## src/rtl/pcie_pkt_dispatch_if.sv

```systemverilog
// Bundle of every non-clock signal around the packet dispatcher: the two
// show-ahead buffer heads it pops from, the flit stream towards the DMA
// front-end, and the statistics counters. The dispatcher sits on the master
// side; whatever models the buffers and the DMA sits on the slave side.
interface pcie_pkt_dispatch_if #(
    parameter int FLOW_IDX_WIDTH = 13,
    parameter int APP_IDX_WIDTH  = 10,
    parameter int SIZE_WIDTH     = 16,
    parameter int CNT_WIDTH      = 32
) ();
    // Descriptor buffer head
    logic [APP_IDX_WIDTH-1:0]  desc_rd_dsc_queue_id;
    logic [FLOW_IDX_WIDTH-1:0] desc_rd_pkt_queue_id;
    logic [SIZE_WIDTH-1:0]     desc_rd_size;
    logic                      desc_empty;
    logic                      desc_rd_en;

    // Packet buffer head
    logic [511:0]              pkt_rd_data;
    logic                      pkt_rd_sop;
    logic                      pkt_rd_eop;
    logic                      pkt_empty;
    logic                      pkt_rd_en;

    // Flit stream to the DMA front-end
    logic [511:0]              out_data;
    logic                      out_sop;
    logic                      out_eop;
    logic [FLOW_IDX_WIDTH-1:0] out_pkt_queue_id;
    logic [APP_IDX_WIDTH-1:0]  out_dsc_queue_id;
    logic [SIZE_WIDTH-1:0]     out_size;
    logic                      out_valid;
    logic                      out_ready;

    // Statistics
    logic [CNT_WIDTH-1:0]      pkt_count;
    logic [CNT_WIDTH-1:0]      err_count;

    modport master (
        input  desc_rd_dsc_queue_id, desc_rd_pkt_queue_id, desc_rd_size, desc_empty,
        output desc_rd_en,
        input  pkt_rd_data, pkt_rd_sop, pkt_rd_eop, pkt_empty,
        output pkt_rd_en,
        output out_data, out_sop, out_eop, out_pkt_queue_id, out_dsc_queue_id, out_size,
        output out_valid,
        input  out_ready,
        output pkt_count, err_count
    );

    modport slave (
        output desc_rd_dsc_queue_id, desc_rd_pkt_queue_id, desc_rd_size, desc_empty,
        input  desc_rd_en,
        output pkt_rd_data, pkt_rd_sop, pkt_rd_eop, pkt_empty,
        input  pkt_rd_en,
        input  out_data, out_sop, out_eop, out_pkt_queue_id, out_dsc_queue_id, out_size,
        input  out_valid,
        output out_ready,
        input  pkt_count, err_count
    );
endinterface

```

## src/rtl/pcie_pkt_dispatch.sv

```systemverilog
// Packet dispatcher: pops one descriptor, then streams exactly that many
// flits from the packet buffer into a single output register towards the
// PCIe DMA front-end. Buffer framing (sop/eop) is checked against the
// descriptor; a short packet is cut at its eop, a long one is cut at the
// descriptor length and its tail is drained. Each faulty packet bumps
// err_count once.
module pcie_pkt_dispatch #(
    parameter int PDU_AWIDTH     = 12,
    parameter int FLOW_IDX_WIDTH = 13,
    parameter int APP_IDX_WIDTH  = 10,
    parameter int SIZE_WIDTH     = 16,
    parameter int CNT_WIDTH      = 32
) (
    input  logic               clk,
    input  logic               rst,
    pcie_pkt_dispatch_if.master bus
);

    // The buffer address width only sizes upstream occupancy views; nothing
    // in the datapath depends on it, but a zero width is never meaningful.
    if (PDU_AWIDTH < 1) begin : g_bad_pdu_awidth
    end

    typedef enum logic [1:0] {
        IDLE   = 2'd0,
        STREAM = 2'd1,
        DRAIN  = 2'd2
    } state_e;

    state_e                    state_q, state_d;
    logic [FLOW_IDX_WIDTH-1:0] pqid_q, pqid_d;
    logic [APP_IDX_WIDTH-1:0]  dqid_q, dqid_d;
    logic [SIZE_WIDTH-1:0]     size_q, size_d;
    logic [SIZE_WIDTH-1:0]     rem_q, rem_d;
    logic                      first_q, first_d;
    logic                      err_seen_q, err_seen_d;

    logic                      out_valid_q, out_valid_d;
    logic [511:0]              out_data_q, out_data_d;
    logic                      out_sop_q, out_sop_d;
    logic                      out_eop_q, out_eop_d;
    logic [FLOW_IDX_WIDTH-1:0] out_pqid_q, out_pqid_d;
    logic [APP_IDX_WIDTH-1:0]  out_dqid_q, out_dqid_d;
    logic [SIZE_WIDTH-1:0]     out_size_q, out_size_d;

    logic [CNT_WIDTH-1:0]      pkt_cnt_q, pkt_cnt_d;
    logic [CNT_WIDTH-1:0]      err_cnt_q, err_cnt_d;

    logic adv;
    logic desc_pop;
    logic pkt_pop;
    logic last_flit;
    logic flit_err;

    // Output register may take a new flit when empty or being drained this cycle
    assign adv       = !out_valid_q || bus.out_ready;
    assign last_flit = (rem_q == SIZE_WIDTH'(1));
    assign flit_err  = (bus.pkt_rd_sop != first_q)
                     || (bus.pkt_rd_eop && !last_flit)
                     || (last_flit && !bus.pkt_rd_eop);

    // Pops are combinational so the show-ahead heads advance on the same edge
    // the entry is consumed; reset blocks them at once.
    assign desc_pop = !rst && (state_q == IDLE) && !bus.desc_empty;
    assign pkt_pop  = !rst && !bus.pkt_empty
                    && (((state_q == STREAM) && adv) || (state_q == DRAIN));

    // Next-state, output-register and counter logic
    always_comb begin
        // NOTE: every target gets a default first so no path leaves a value
        // unassigned; otherwise synthesis infers a latch.
        state_d     = state_q;
        pqid_d      = pqid_q;
        dqid_d      = dqid_q;
        size_d      = size_q;
        rem_d       = rem_q;
        first_d     = first_q;
        err_seen_d  = err_seen_q;
        out_valid_d = out_valid_q;
        out_data_d  = out_data_q;
        out_sop_d   = out_sop_q;
        out_eop_d   = out_eop_q;
        out_pqid_d  = out_pqid_q;
        out_dqid_d  = out_dqid_q;
        out_size_d  = out_size_q;
        pkt_cnt_d   = pkt_cnt_q;
        err_cnt_d   = err_cnt_q;

        if (out_valid_q && bus.out_ready && out_eop_q) begin
            pkt_cnt_d = pkt_cnt_q + 1'b1;
        end

        // A flit handed to the DMA empties the register unless refilled below
        if (bus.out_ready) begin
            out_valid_d = 1'b0;
        end

        case (state_q)
            IDLE: begin
                if (desc_pop) begin
                    if (bus.desc_rd_size == '0) begin
                        err_cnt_d = err_cnt_q + 1'b1;
                    end else begin
                        pqid_d     = bus.desc_rd_pkt_queue_id;
                        dqid_d     = bus.desc_rd_dsc_queue_id;
                        size_d     = bus.desc_rd_size;
                        rem_d      = bus.desc_rd_size;
                        first_d    = 1'b1;
                        err_seen_d = 1'b0;
                        state_d    = STREAM;
                    end
                end
            end

            STREAM: begin
                if (pkt_pop) begin
                    out_valid_d = 1'b1;
                    out_data_d  = bus.pkt_rd_data;
                    out_sop_d   = first_q;
                    out_eop_d   = last_flit || bus.pkt_rd_eop;
                    out_pqid_d  = pqid_q;
                    out_dqid_d  = dqid_q;
                    out_size_d  = size_q;
                    first_d     = 1'b0;
                    rem_d       = rem_q - 1'b1;
                    if (flit_err && !err_seen_q) begin
                        err_cnt_d  = err_cnt_q + 1'b1;
                        err_seen_d = 1'b1;
                    end
                    if (bus.pkt_rd_eop) begin
                        state_d = IDLE;
                    end else if (last_flit) begin
                        state_d = DRAIN;
                    end
                end
            end

            DRAIN: begin
                if (pkt_pop && bus.pkt_rd_eop) begin
                    state_d = IDLE;
                end
            end

            default: state_d = IDLE;
        endcase
    end

    // State and output registers
    always_ff @(posedge clk or posedge rst) begin
        if (rst) begin
            state_q     <= IDLE;
            pqid_q      <= '0;
            dqid_q      <= '0;
            size_q      <= '0;
            rem_q       <= '0;
            first_q     <= 1'b0;
            err_seen_q  <= 1'b0;
            out_valid_q <= 1'b0;
            out_data_q  <= '0;
            out_sop_q   <= 1'b0;
            out_eop_q   <= 1'b0;
            out_pqid_q  <= '0;
            out_dqid_q  <= '0;
            out_size_q  <= '0;
            pkt_cnt_q   <= '0;
            err_cnt_q   <= '0;
        end else begin
            // NOTE: non-blocking assignments make every flop sample the
            // pre-edge value, independent of statement order.
            state_q     <= state_d;
            pqid_q      <= pqid_d;
            dqid_q      <= dqid_d;
            size_q      <= size_d;
            rem_q       <= rem_d;
            first_q     <= first_d;
            err_seen_q  <= err_seen_d;
            out_valid_q <= out_valid_d;
            out_data_q  <= out_data_d;
            out_sop_q   <= out_sop_d;
            out_eop_q   <= out_eop_d;
            out_pqid_q  <= out_pqid_d;
            out_dqid_q  <= out_dqid_d;
            out_size_q  <= out_size_d;
            pkt_cnt_q   <= pkt_cnt_d;
            err_cnt_q   <= err_cnt_d;
        end
    end

    assign bus.desc_rd_en       = desc_pop;
    assign bus.pkt_rd_en        = pkt_pop;
    assign bus.out_valid        = out_valid_q;
    assign bus.out_data         = out_data_q;
    assign bus.out_sop          = out_sop_q;
    assign bus.out_eop          = out_eop_q;
    assign bus.out_pkt_queue_id = out_pqid_q;
    assign bus.out_dsc_queue_id = out_dqid_q;
    assign bus.out_size         = out_size_q;
    assign bus.pkt_count        = pkt_cnt_q;
    assign bus.err_count        = err_cnt_q;

endmodule

```

## src/flat_wrapper.sv

```systemverilog
// flat-port wrapper written by rule: the top's interface ports become plain ports
module pcie_pkt_dispatch_flat 
#(
    parameter int PDU_AWIDTH     = 12,
    parameter int FLOW_IDX_WIDTH = 13,
    parameter int APP_IDX_WIDTH  = 10,
    parameter int SIZE_WIDTH     = 16,
    parameter int CNT_WIDTH      = 32
)
  (clk, rst, bus_desc_rd_dsc_queue_id, bus_desc_rd_pkt_queue_id, bus_desc_rd_size, bus_desc_empty, bus_desc_rd_en, bus_pkt_rd_data, bus_pkt_rd_sop, bus_pkt_rd_eop, bus_pkt_empty, bus_pkt_rd_en, bus_out_data, bus_out_sop, bus_out_eop, bus_out_pkt_queue_id, bus_out_dsc_queue_id, bus_out_size, bus_out_valid, bus_out_ready, bus_pkt_count, bus_err_count);
  pcie_pkt_dispatch_if #(.FLOW_IDX_WIDTH(FLOW_IDX_WIDTH), .APP_IDX_WIDTH(APP_IDX_WIDTH), .SIZE_WIDTH(SIZE_WIDTH), .CNT_WIDTH(CNT_WIDTH)) bus_i ();
  input  logic clk;
  input  logic rst;
  input wire logic [$bits(bus_i.desc_rd_dsc_queue_id)-1:0] bus_desc_rd_dsc_queue_id;
  input wire logic [$bits(bus_i.desc_rd_pkt_queue_id)-1:0] bus_desc_rd_pkt_queue_id;
  input wire logic [$bits(bus_i.desc_rd_size)-1:0] bus_desc_rd_size;
  input wire logic [$bits(bus_i.desc_empty)-1:0] bus_desc_empty;
  output wire logic [$bits(bus_i.desc_rd_en)-1:0] bus_desc_rd_en;
  input wire logic [$bits(bus_i.pkt_rd_data)-1:0] bus_pkt_rd_data;
  input wire logic [$bits(bus_i.pkt_rd_sop)-1:0] bus_pkt_rd_sop;
  input wire logic [$bits(bus_i.pkt_rd_eop)-1:0] bus_pkt_rd_eop;
  input wire logic [$bits(bus_i.pkt_empty)-1:0] bus_pkt_empty;
  output wire logic [$bits(bus_i.pkt_rd_en)-1:0] bus_pkt_rd_en;
  output wire logic [$bits(bus_i.out_data)-1:0] bus_out_data;
  output wire logic [$bits(bus_i.out_sop)-1:0] bus_out_sop;
  output wire logic [$bits(bus_i.out_eop)-1:0] bus_out_eop;
  output wire logic [$bits(bus_i.out_pkt_queue_id)-1:0] bus_out_pkt_queue_id;
  output wire logic [$bits(bus_i.out_dsc_queue_id)-1:0] bus_out_dsc_queue_id;
  output wire logic [$bits(bus_i.out_size)-1:0] bus_out_size;
  output wire logic [$bits(bus_i.out_valid)-1:0] bus_out_valid;
  input wire logic [$bits(bus_i.out_ready)-1:0] bus_out_ready;
  output wire logic [$bits(bus_i.pkt_count)-1:0] bus_pkt_count;
  output wire logic [$bits(bus_i.err_count)-1:0] bus_err_count;
  assign bus_i.desc_rd_dsc_queue_id = bus_desc_rd_dsc_queue_id;
  assign bus_i.desc_rd_pkt_queue_id = bus_desc_rd_pkt_queue_id;
  assign bus_i.desc_rd_size = bus_desc_rd_size;
  assign bus_i.desc_empty = bus_desc_empty;
  assign bus_desc_rd_en = bus_i.desc_rd_en;
  assign bus_i.pkt_rd_data = bus_pkt_rd_data;
  assign bus_i.pkt_rd_sop = bus_pkt_rd_sop;
  assign bus_i.pkt_rd_eop = bus_pkt_rd_eop;
  assign bus_i.pkt_empty = bus_pkt_empty;
  assign bus_pkt_rd_en = bus_i.pkt_rd_en;
  assign bus_out_data = bus_i.out_data;
  assign bus_out_sop = bus_i.out_sop;
  assign bus_out_eop = bus_i.out_eop;
  assign bus_out_pkt_queue_id = bus_i.out_pkt_queue_id;
  assign bus_out_dsc_queue_id = bus_i.out_dsc_queue_id;
  assign bus_out_size = bus_i.out_size;
  assign bus_out_valid = bus_i.out_valid;
  assign bus_i.out_ready = bus_out_ready;
  assign bus_pkt_count = bus_i.pkt_count;
  assign bus_err_count = bus_i.err_count;
  pcie_pkt_dispatch #(.PDU_AWIDTH(PDU_AWIDTH), .FLOW_IDX_WIDTH(FLOW_IDX_WIDTH), .APP_IDX_WIDTH(APP_IDX_WIDTH), .SIZE_WIDTH(SIZE_WIDTH), .CNT_WIDTH(CNT_WIDTH)) u_core (.clk(clk), .rst(rst), .bus(bus_i));
endmodule
```

## config.mk

```make
export PLATFORM = sky130hd
export DESIGN_NAME = pcie_pkt_dispatch_flat
export DESIGN_NICKNAME = d
export VERILOG_FILES = /design/src/rtl/pcie_pkt_dispatch_if.sv /design/src/rtl/pcie_pkt_dispatch.sv /design/src/flat_wrapper.sv
export SDC_FILE = /design/constraint.sdc
export NUM_CORES = 1
export LEC_CHECK = 0
export CORE_AREA = 2 2 465 467
export CTS_CLUSTER_DIAMETER = 40
export CTS_CLUSTER_SIZE = 20
export DETAILED_ROUTE_END_ITERATION = 16
export DIE_AREA = 0 0 467 469
export PLACE_DENSITY = 0.35
export SLEW_MARGIN = 20
export SYNTH_ARGS = -nofsm -noshare
export SYNTH_HDL_FRONTEND = slang
export SYNTH_SLANG_ARGS = --single-unit
```

## constraint.sdc

```tcl
create_clock -name clk -period 47.5 [get_ports clk]
set_input_delay 9.5 -clock clk [delete_from_list [all_inputs] [get_ports clk]]
set_output_delay 9.5 -clock clk [all_outputs]
set_load 0.05 [all_outputs]
```

==> impl_metrics.env <==
export IMPL_synth_cells=2856
export IMPL_hold_buffers=0
export IMPL_reg2reg_to="u_core.bus.out_data[307]"
export IMPL_fmax_ghz=0.0460
export IMPL_path_class="in -> out"
export IMPL_p_clk_frac=0.325
export IMPL_ant_nets=0
export IMPL_reg2reg_depth=9
export IMPL_first_global_vias=25335
export IMPL_dp_final_hpwl_um=121000
export IMPL_cts_resized=0
export IMPL_synth_edf_count=0
export IMPL_seq_area_frac_synth=0.646
export IMPL_final_setup_skew_ps=74.7
export IMPL_syn_num_nets=3418
export IMPL_hold_path_depth=2
export IMPL_gp_congestion=0.818
export IMPL_slew_viol_final=0
export IMPL_syn_avg_cell_area_um2=9.18
export IMPL_sw_frac_of_total=0.448
export IMPL_worstHoldPathType="reg -> reg"
export IMPL_synth_cell_types=47
export IMPL_area_growth_pct=83.1
export IMPL_grt_pass1_wl_um=211000
export IMPL_synth_top_area_cell="dfrtp_1"
export IMPL_fin_setup_tns_ps=0
export IMPL_die_h_um=469
export IMPL_max_slew_margin=0.289
export IMPL_place_inst=6755
export IMPL_async_flop_share=1.00
export IMPL_core_rowCount=170
export IMPL_tightestPinTransition_ps=1070
export IMPL_place_area_mm2=0.0413
export IMPL_layout_commonest_cell="nand2_1"
export IMPL_p_comb_frac=0.435
export IMPL_path_clk_slew_ps=50
export IMPL_rsz0062_at_grt="false"
export IMPL_peakVddDrop_mv=0.0385
export IMPL_final_nets=4659
export IMPL_p_leak_nw=22.0
export IMPL_overflow=0
export IMPL_p_per_area_mw_per_mm2=85.6
export IMPL_ys_flop_type="dfrtp_1"
export IMPL_drt_iter0_markers=1090
export IMPL_fp_coreArea_mm2=0.214
export IMPL_die_area_mm2=0.219
export IMPL_seqPwrFrac=0.240
export IMPL_cts_buffers=178
export IMPL_period_share=0.458
export IMPL_final_cell_mix="1692 x nand2_1, 1177 x clkdlybuf4s50_1, 677 x dfrtp_1"
export IMPL_ys_top_cells_by_area="dfrtp_1 65%, nand2_1 24%, mux2_2 1.8%"
export IMPL_numPortBuffers=1177
export IMPL_hold_start="u_core.dqid_q[8]"
export IMPL_finalHoldViolations=0
export IMPL_r2r_slack_ps=42360
export IMPL_firstDrtPassIters=5
export IMPL_cp_max_fo=4
export IMPL_drive_gt1_frac=0.0931
export IMPL_reg2reg_from="u_core.state_q[0]"
export IMPL_antenna_found_initial=90
export IMPL_start_util=0.123
export IMPL_synth_top_area_share=0.646
export IMPL_critPathLaunchType="input pin"
export IMPL_endpoint_kind="output port"
export IMPL_synth_area_mm2=0.0262
export IMPL_clk_path_buf_depth=3
export IMPL_drcViolationCount=0
export IMPL_grt_max_degree=146
export IMPL_cp_required_ps=38000
export IMPL_wl_per_cell_um=22.1
export IMPL_htree_levels=4
export IMPL_ys_warn_count=0
export IMPL_post_route_min_period_ps=21750
export IMPL_synth_ff_latch_count=677
export IMPL_status="completed"
export IMPL_instances_no_fill=7097
export IMPL_pin_count=1178
export IMPL_die_x_um=467
export IMPL_final_area_mm2=0.0480
export IMPL_switchingPower_mw=1.84
export IMPL_cp_arrival_ps=12250
export IMPL_wl_um=157000
export IMPL_cts_setup_buffers=0
export IMPL_max_cap_violations=0
export IMPL_hold_end="u_core.bus.out_dsc_queue_id[8]"
export IMPL_cts_root_buf="clkbuf_16"
export IMPL_finalSetupViolCount=0
export IMPL_vias=24366
export IMPL_detail_route_vias_per_cell=3.43
export IMPL_clk_latency_ps=830
export IMPL_cts_tree="yes"
export IMPL_grtUsageTotal=0.138
export IMPL_cellInternalPower_mw=2.27
export IMPL_cts_sinks=677
## layout make-up
type | count | area (um2)
Multi-Input combinational cell | 2025 | 8740
Sequential cell | 677 | 16900
Fill cell | 23281 | 166000
Tap cell | 2838 | 3550
Clock inverter | 105 | 1710
Clock buffer | 230 | 4990
Antenna cell | 7 | 17.5
Inverter | 14 | 60.1
Timing Repair Buffer | 1201 | 12000
## worst max-delay path, cell delays in order
cell	delay [ps]
clkdlybuf4s50_1	770
nor2_1	460
a21boi_0	370
clkdlybuf4s50_1	1110
## sequential cells by signal, summed over array words and instances (netlist names)
name and cells:
u_core.bus.out_valid 1, u_core.err_seen_q 1, u_core.dqid_q 10, u_core.bus.out_eop 1
u_core.bus.out_size 16, u_core.state_q 2, u_core.pqid_q 13, u_core.bus.pkt_count 32
u_core.bus.out_dsc_queue_id 10, u_core.size_q 16, u_core.bus.err_count 32, u_core.first_q 1
u_core.bus.out_sop 1, u_core.bus.out_pkt_queue_id 13, u_core.rem_q 16, u_core.bus.out_data 512
## worst max path at each step
| stage | start | end | depth (start not counted) |
|---|---|---|---|
| after detailed placement | rst | bus_pkt_rd_en | 4 |
| after global routing | rst | bus_pkt_rd_en | 4 |
| final | rst | bus_pkt_rd_en | 4 |
| after floorplan | rst | u_core.bus.err_count[0] | 1 |
| after CTS | rst | bus_pkt_rd_en | 4 |
| after global placement | rst | bus_pkt_rd_en | 4 |
## synth_stat cells, types with 8 or more instances
cell      count
nand2_1    1692
dfrtp_1     677
clkbuf_1    120
nor2_1       46
mux2_2       41
xor2_1       35
xnor2_1      29
nand3_1      27
nor3_1       23
a21oi_1      21
o21ai_0      19
inv_1        14
and3_1       12
nand4_1      12
nor4_1       12
buf_1        11
buf_2         8
## per-stage QoR
stage	total power [mW]	utilization	hold slack [ps]	setup slack, ps
5_1_grt	4.31	0.225	469	25650
3_3_place_gp	2.82	0.193	442	25650
4_1_cts	4.20	0.225	458	25710
3_5_place_dp	2.82	0.193	448	25720
2_1_floorplan	2.02	-	435	19020
6_report	4.11	0.225	458	25750
## per-layer routing
metal | GRT usage | up-vias | part of all wire | routed length [um]
met2 | 0.232 | 1066 | 0.48 | 74900
met5 | 0 | - | 0.0034 | 532
met4 | 0.0367 | 84 | 0.025 | 3870
met1 | 0.146 | 11520 | 0.37 | 57400
met3 | 0.0821 | 307 | 0.13 | 20000
li1 | - | 11389 | - | -
## power by group through the flow
stage	Sequential (mW)	Combinational, mW	Clock, mW
2_1_floorplan	1.75	0.277	0
3_3_place_gp	0.983	1.84	0
3_5_place_dp	0.988	1.83	0
4_1_cts	0.988	1.83	1.38
5_1_grt	1.02	1.89	1.41
6_report	0.985	1.79	1.34
## cell families after synthesis
family                   synth area share
XOR/XNOR                           0.0214
adder cells (fa/ha/maj)           0.00191
flip-flops                          0.646
buffers and inverters              0.0227
multiplexers                       0.0176
AO/OA/AOI/OAI                      0.0141
AND/OR/NAND/NOR                     0.276
No activity file was read; power rests on OpenSTA's default activity.
